**src/rtl/cmd_uart_responder.sv**
```systemverilog
// cmd_uart_responder: remote-link UART endpoint.
// Receives two bytes (high first) and presents them as a 16-bit command with a
// ready flag. Serializes an 8-bit response byte back to the remote.
// Optional macro CMD_TIMEOUT_EN: drop a pending high byte when the low byte
// does not arrive within TIMEOUT_CYC clocks.
module cmd_uart_responder #(
  parameter int BAUD_CNT    = 2604,
  parameter int TIMEOUT_CYC = 1000000
) (
  input  logic        clk,
  input  logic        rst,
  input  logic        RX,
  output logic        TX,
  output logic [15:0] cmd,
  output logic        cmd_rdy,
  input  logic        clr_cmd_rdy,
  input  logic [7:0]  resp,
  input  logic        snd_resp,
  output logic        resp_sent
);

  // Wide enough for the 1.5-bit initial delay of the receiver.
  localparam int CW = $clog2(2 * BAUD_CNT);

  typedef enum logic [1:0] {RX_IDLE, RX_RECV, RX_BREAK} rx_st_t;
  typedef enum logic       {WAIT_HI, WAIT_LO}           asm_st_t;
  typedef enum logic       {TX_IDLE, TX_XMIT}           tx_st_t;

  // ---------------- receiver ----------------
  logic          rx_ff1_q, rx_ff2_q;
  rx_st_t        rx_st_q;
  logic [CW-1:0] rx_cnt_q;
  logic [3:0]    rx_bit_q;
  logic [7:0]    rx_shft_q;
  logic          byte_rdy_q, frm_err_q;
  logic          start_det;

  assign start_det = (rx_st_q == RX_IDLE) && !rx_ff2_q;

  // Synchronize RX, then sample mid-bit: first data sample 1.5 bit times after
  // the start edge, every bit time after that; the 9th sample is the stop bit.
  // After a framing error the line may still be low, so wait for it to return
  // high before re-arming start detection.
  always_ff @(posedge clk) begin
    if (rst) begin
      rx_ff1_q   <= 1'b1;
      rx_ff2_q   <= 1'b1;
      rx_st_q    <= RX_IDLE;
      rx_cnt_q   <= '0;
      rx_bit_q   <= '0;
      rx_shft_q  <= '0;
      byte_rdy_q <= 1'b0;
      frm_err_q  <= 1'b0;
    end else begin
      rx_ff1_q   <= RX;
      rx_ff2_q   <= rx_ff1_q;
      byte_rdy_q <= 1'b0;
      frm_err_q  <= 1'b0;
      case (rx_st_q)
        RX_IDLE: if (!rx_ff2_q) begin
          rx_st_q  <= RX_RECV;
          rx_cnt_q <= CW'(BAUD_CNT + BAUD_CNT / 2 - 1);
          rx_bit_q <= '0;
        end
        RX_RECV: if (rx_cnt_q == '0) begin
          rx_cnt_q <= CW'(BAUD_CNT - 1);
          if (rx_bit_q == 4'd8) begin
            if (rx_ff2_q) begin
              byte_rdy_q <= 1'b1;
              rx_st_q    <= RX_IDLE;
            end else begin
              frm_err_q  <= 1'b1;
              rx_st_q    <= RX_BREAK;
            end
          end else begin
            rx_shft_q <= {rx_ff2_q, rx_shft_q[7:1]};
            rx_bit_q  <= rx_bit_q + 4'd1;
          end
        end else begin
          rx_cnt_q <= rx_cnt_q - CW'(1);
        end
        default: if (rx_ff2_q) rx_st_q <= RX_IDLE;
      endcase
    end
  end

  // ---------------- command assembly ----------------
  asm_st_t    asm_st_q;
  logic [7:0] hi_q;
  logic [15:0] cmd_q;
  logic       cmd_rdy_q;
`ifdef CMD_TIMEOUT_EN
  localparam int TW = $clog2(TIMEOUT_CYC + 1);
  logic [TW-1:0] to_cnt_q;
`endif

  // Pair bytes into a command; cmd only changes on a complete pair. A set of
  // cmd_rdy in the same cycle as a clear takes priority.
  always_ff @(posedge clk) begin
    if (rst) begin
      asm_st_q  <= WAIT_HI;
      hi_q      <= '0;
      cmd_q     <= '0;
      cmd_rdy_q <= 1'b0;
`ifdef CMD_TIMEOUT_EN
      to_cnt_q  <= '0;
`endif
    end else begin
      if (clr_cmd_rdy || (start_det && asm_st_q == WAIT_HI)) cmd_rdy_q <= 1'b0;
      if (frm_err_q) begin
        asm_st_q <= WAIT_HI;
      end else if (byte_rdy_q) begin
        if (asm_st_q == WAIT_HI) begin
          hi_q     <= rx_shft_q;
          asm_st_q <= WAIT_LO;
`ifdef CMD_TIMEOUT_EN
          to_cnt_q <= '0;
`endif
        end else begin
          cmd_q     <= {hi_q, rx_shft_q};
          cmd_rdy_q <= 1'b1;
          asm_st_q  <= WAIT_HI;
        end
      end
`ifdef CMD_TIMEOUT_EN
      else if (asm_st_q == WAIT_LO) begin
        if (start_det)                          to_cnt_q <= '0;
        else if (to_cnt_q == TW'(TIMEOUT_CYC))  asm_st_q <= WAIT_HI;
        else                                    to_cnt_q <= to_cnt_q + TW'(1);
      end
`endif
    end
  end

  assign cmd     = cmd_q;
  assign cmd_rdy = cmd_rdy_q;

  // ---------------- transmitter ----------------
  tx_st_t        tx_st_q;
  logic          tx_q;
  logic [8:0]    tx_shft_q;
  logic [3:0]    tx_bit_q;
  logic [CW-1:0] tx_cnt_q;
  logic          resp_sent_q;

  // Start bit goes out the cycle after snd_resp; bit index 0 is the start bit,
  // 1..8 data, 9 the stop bit. Requests while busy are ignored.
  always_ff @(posedge clk) begin
    if (rst) begin
      tx_st_q     <= TX_IDLE;
      tx_q        <= 1'b1;
      tx_shft_q   <= '0;
      tx_bit_q    <= '0;
      tx_cnt_q    <= '0;
      resp_sent_q <= 1'b0;
    end else begin
      case (tx_st_q)
        TX_IDLE: if (snd_resp) begin
          tx_shft_q   <= {1'b1, resp};
          tx_q        <= 1'b0;
          tx_cnt_q    <= CW'(BAUD_CNT - 1);
          tx_bit_q    <= '0;
          resp_sent_q <= 1'b0;
          tx_st_q     <= TX_XMIT;
        end
        default: if (tx_cnt_q == '0) begin
          if (tx_bit_q == 4'd9) begin
            tx_st_q     <= TX_IDLE;
            tx_q        <= 1'b1;
            resp_sent_q <= 1'b1;
          end else begin
            tx_q      <= tx_shft_q[0];
            tx_shft_q <= {1'b0, tx_shft_q[8:1]};
            tx_bit_q  <= tx_bit_q + 4'd1;
            tx_cnt_q  <= CW'(BAUD_CNT - 1);
          end
        end else begin
          tx_cnt_q <= tx_cnt_q - CW'(1);
        end
      endcase
    end
  end

  assign TX        = tx_q;
  assign resp_sent = resp_sent_q;

endmodule

```
**config.mk**
```make
export PLATFORM = sky130hd
export DESIGN_NAME = cmd_uart_responder
export DESIGN_NICKNAME = d
export VERILOG_FILES = /design/src/rtl/cmd_uart_responder.sv
export SDC_FILE = /design/constraint.sdc
export NUM_CORES = 1
export LEC_CHECK = 0
export CORE_ASPECT_RATIO = 1.1
export CORE_MARGIN = 3
export CORE_UTILIZATION = 45
export DETAILED_ROUTE_END_ITERATION = 16
export GPL_TIMING_DRIVEN = 0
export PLACE_DENSITY_LB_ADDON = 0.08
export SETUP_SLACK_MARGIN = 0.4
export SLEW_MARGIN = 15
export SYNTH_ARGS = -nofsm -noshare
export SYNTH_HDL_FRONTEND = slang
export SYNTH_SLANG_ARGS = --single-unit
```
**constraint.sdc**
```tcl
create_clock -name clk -period 6.2 [get_ports clk]
set_clock_uncertainty 0.2 [all_clocks]
set_input_delay 1.55 -clock clk [delete_from_list [all_inputs] [get_ports clk]]
set_output_delay 1.55 -clock clk [all_outputs]
set_load 0.05 [all_outputs]
```
==> results.txt <==
The run finished with clean final reports. The number of diodes is 0. In this design, the largest share of critical-path delay is due to buffers and inverters.

The via count of the first global-routing pass is 3,258. The global-route usage over all layers came out at 19.81%. The maximum single-stage delay on the critical path is 0.81 ns. The synthesis-stage register bit count is 86. The maximum vdd drop is 0.1325 mV. The post-synthesis cell area came out at 0.003968 mm2. After layout, the minimum clock period comes to 3.277 ns. The path class of the lowest-slack min-delay path is reg2reg. The final wirelength is 9.328 mm.

The count of unresolved DRC violations after routing came out at 0. The total vias in the final route came out at 3,504. For this run the aggregate overflow at the end of global routing stands at 0. The share of the synthesized area in the top cell type came out at 43.39%. The final number of max-transition violations came out at 0. The core outline area came out at 0.008496 mm2. The number of rows created at floorplan came out at 35. The commonest cells after synthesis are 86 x sky130_fd_sc_hd__dfxtp_1, 56 x sky130_fd_sc_hd__a21oi_1, 46 x sky130_fd_sc_hd__nand2_1.

The number of antenna-violating nets in the routed design came out at 0. The post-synthesis average cell area is 8.701 um2. The number of iterations in the first detailed-routing pass came out at 4. The signal on the critical path passes through clkdlybuf4s50_1.

Dividing the detail-routed via count by the number of cells gives 5.707. The met3 usage in global routing is 3.618%. Dividing the detail-routed wire length by the instance count gives 15.19 um.

The leakage power summed over all cells is 0.001566 uW. The area of the die is 0.009981 mm2. Timing analysis after detailed placement gives a worst setup slack of 2.645 ns. By startpoint and endpoint, the worst setup path is classified as reg2out. The most used flip-flop cell after synthesis is sky130_fd_sc_hd__dfxtp_1. The largest fanout of any net on the critical path came out at 2. STA puts the critical path data required time at 4.45 ns. The signal arrival time at the worst endpoint came out at 1.53 ns. The total of cells resized after clock tree synthesis came out at 0. The floorplan step set the die height to 104.5 um. The number of buffers inserted by post-CTS setup repair came out at 0. The net count after synthesis is 477. The global-route wire length before repair came out at 15.88 mm.

The number of H-tree levels came out at 3. TritonCTS built the clock tree. The worst setup margin came out at 2.923 ns. The post-DP HPWL is 6.585 mm. The ratio of final minimum period to clock period is 52.85%. From left edge to right edge, the die measures 95.53 um. The total power consumption of the routed design is 1229 uW.

The number of failing setup endpoints in the final timing report is 0. The worst setup path is captured at an output pin. The post-layout net count is 519. After routing, the total negative slack on setup checks comes to 0 ns. Counting flops with an async set or reset pin after synthesis yields a share of 0%. The worst slew slack as a fraction of its limit came out at 53.45%. The ratio of total power to cell area is 265.4 mW/mm2. The total number of clock tree sinks is 86. The met2 global-route usage is 32.49%. The fmax came out at 305.2 MHz.

The number of enable flip-flop cells after synthesis came out at 0. The share of final-layout standard cells stronger than drive strength 1 is 8.946%. The pin count of the biggest net entering global routing came out at 18. The count of final hold-check violations is 0. Clock-pin slew was measured on the worst setup and hold paths at 0.10 ns. The number of distinct library cells after synthesis came out at 58. The I/O pin count is 32. The cell with the most instances after synthesis is sky130_fd_sc_hd__dfxtp_1.

The synthesis-to-finish area growth is 16.71%. The port buffer count came out at 31. The insertion delay of the later-clocked pin in the worst-skew pair came out at 0.36 ns.

The count of maximum capacitance violations came out at 0. The count of mapped cells out of synthesis is 456. The worst setup path is launched from a flop. Counting along the longest clock path gives a buffer depth of 2. Of all cell types, the one taking the most synthesized area is sky130_fd_sc_hd__dfxtp_1. The peak-usage layer in the global routing report is met2.

The starting utilization of the core area is 46.70%. The routability congestion estimate is 0.8251. The number of warnings reported in the yosys synthesis log is 0. The detailed router finished its first iteration with 177 violations. The initial antenna violation count came out at 0. The sequential share of the synthesized area came out at 43.39%. The root buffer cell chosen for the clock tree is sky130_fd_sc_hd__clkbuf_8.

The worst path buffer plus inverter count is 1. In the global route stage, met1 resource usage came out at 26.26%. The cts-stage hold buffer count came out at 0. Setup repair after global routing left no endpoint under its margin. On the critical path, the stage with the largest delay is an instance of sky130_fd_sc_hd__clkdlybuf4s50_1.

Yosys attributes the largest share of cell area to sky130_fd_sc_hd__dfxtp_1 43%, sky130_fd_sc_hd__a21oi_1 7.1%, sky130_fd_sc_hd__mux2i_1 4.8%, sky130_fd_sc_hd__nand2_1 4.4%, sky130_fd_sc_hd__a211oi_1 3.4%. Counting the buffers created by CTS gives 9. The slew of the pin with the lowest slew margin is 0.6983 ns.
final timing paths:
check | cells after the start | slack [ns] | startpoint | end
hold / removal | 1 | 0.22 | rx_ff1_q | rx_ff2_q
setup / recovery | 1 | 2.92 | resp_sent | resp_sent
hold reg to reg | 1 | 0.22 | rx_ff1_q | rx_ff2_q
setup reg to reg | 5 | 3.90 | tx_cnt_q[4] | tx_shft_q[0]
kinds of logic (layout without fill, tap and decap cells):
| kind of cell | after synthesis | after routing | share of synthesized area, % |
|---|---|---|---|
| xor gates and xnor gates | 1 | 1 | 0.2208 |
| muxes | 19 | 19 | 4.793 |
| DFF | 86 | 86 | 43.39 |
| adders and majority gates | 8 | 8 | 2.523 |
| AOI/OAI and AO/OA | 131 | 131 | 20.69 |
| buffers and inverters | 44 | 91 | 4.636 |
| and+or+nand+nor | 167 | 167 | 23.75 |
state kept, by name (all words and copies together) (netlist names), 2 cells and up:
signal and cells:
rx_cnt_q 13, tx_bit_q 4, cmd 16, rx_shft_q 8, rx_bit_q 4, hi_q 8, tx_shft_q 9, tx_cnt_q 13
rx_st_q 2
area by class of cell:
cell class / instances / area (um2)
fill: 820 / 3865
multi-input combinational: 326 / 2062
sequential: 86 / 1722
timing repair buffer: 31 / 310.3
tap: 111 / 138.9
buffer: 29 / 127.6
clock buffer: 9 / 123.9
clock inverter: 7 / 90.09
inverter: 15 / 56.30
routing by layer:
| layer | wire [um] | vias up |
|---|---|---|
| li1 | - | 1766 |
| met1 | 4223 | 1660 |
| met2 | 4561 | 69 |
| met3 | 419 | 9 |
| met4 | 124 | 0 |
| met5 | 0 | - |
placed cells by master, fill, tap and decap left out, types with 2 or more instances in the layout:
cell	netlist	final
sky130_fd_sc_hd__nor3_1	17	17
sky130_fd_sc_hd__buf_2	6	6
sky130_fd_sc_hd__mux2i_1	19	19
sky130_fd_sc_hd__or2_2	3	3
sky130_fd_sc_hd__nand3b_1	6	6
sky130_fd_sc_hd__nor2b_1	4	4
sky130_fd_sc_hd__nor4_4	2	2
sky130_fd_sc_hd__nor3b_1	3	3
sky130_fd_sc_hd__inv_6	0	2
sky130_fd_sc_hd__a31o_2	3	3
sky130_fd_sc_hd__clkinvlp_4	0	2
sky130_fd_sc_hd__ha_1	8	8
sky130_fd_sc_hd__or3_1	7	7
sky130_fd_sc_hd__o21ai_0	21	21
sky130_fd_sc_hd__o31ai_1	5	5
sky130_fd_sc_hd__a211oi_1	18	18
sky130_fd_sc_hd__nor4_1	4	4
sky130_fd_sc_hd__clkbuf_8	0	9
sky130_fd_sc_hd__dfxtp_1	86	86
sky130_fd_sc_hd__clkbuf_1	18	18
sky130_fd_sc_hd__or4_1	8	8
sky130_fd_sc_hd__clkdlybuf4s50_1	0	31
sky130_fd_sc_hd__and3_2	2	2
sky130_fd_sc_hd__o211ai_1	2	2
sky130_fd_sc_hd__a311oi_1	2	2
sky130_fd_sc_hd__inv_1	15	15
sky130_fd_sc_hd__nand3_1	18	18
sky130_fd_sc_hd__nand2b_1	4	4
sky130_fd_sc_hd__nand2_1	46	46
sky130_fd_sc_hd__o31a_1	2	2
sky130_fd_sc_hd__o41ai_1	2	2
sky130_fd_sc_hd__and3b_1	2	2
sky130_fd_sc_hd__buf_1	3	3
sky130_fd_sc_hd__a31oi_1	9	9
sky130_fd_sc_hd__nand4_1	7	7
sky130_fd_sc_hd__a21oi_1	56	56
sky130_fd_sc_hd__and2_1	2	2
sky130_fd_sc_hd__or3b_2	2	2
sky130_fd_sc_hd__nor2_1	21	21
where the power goes:
group,leakage (uW),switching (uW),total [uW],internal [uW]
logic,0.000765,126,206,79.3
registers,0.000700,25.7,602,576
clock network,0.000101,227,422,195
total,0.00157,379,1230,850
through the flow:
step,hold slack [ns],cell area (um2),utilization [%],cells
final,0.2198,4631,54.51,614
after global placement,0.2021,4417,51.99,598
after global routing,0.2483,4631,54.51,614
after CTS,0.2240,4631,54.51,614
after floorplan,0.1895,3968,-,456
after detailed placement,0.2035,4417,51.99,598
Note: power is estimated with default switching activity, not from simulation.
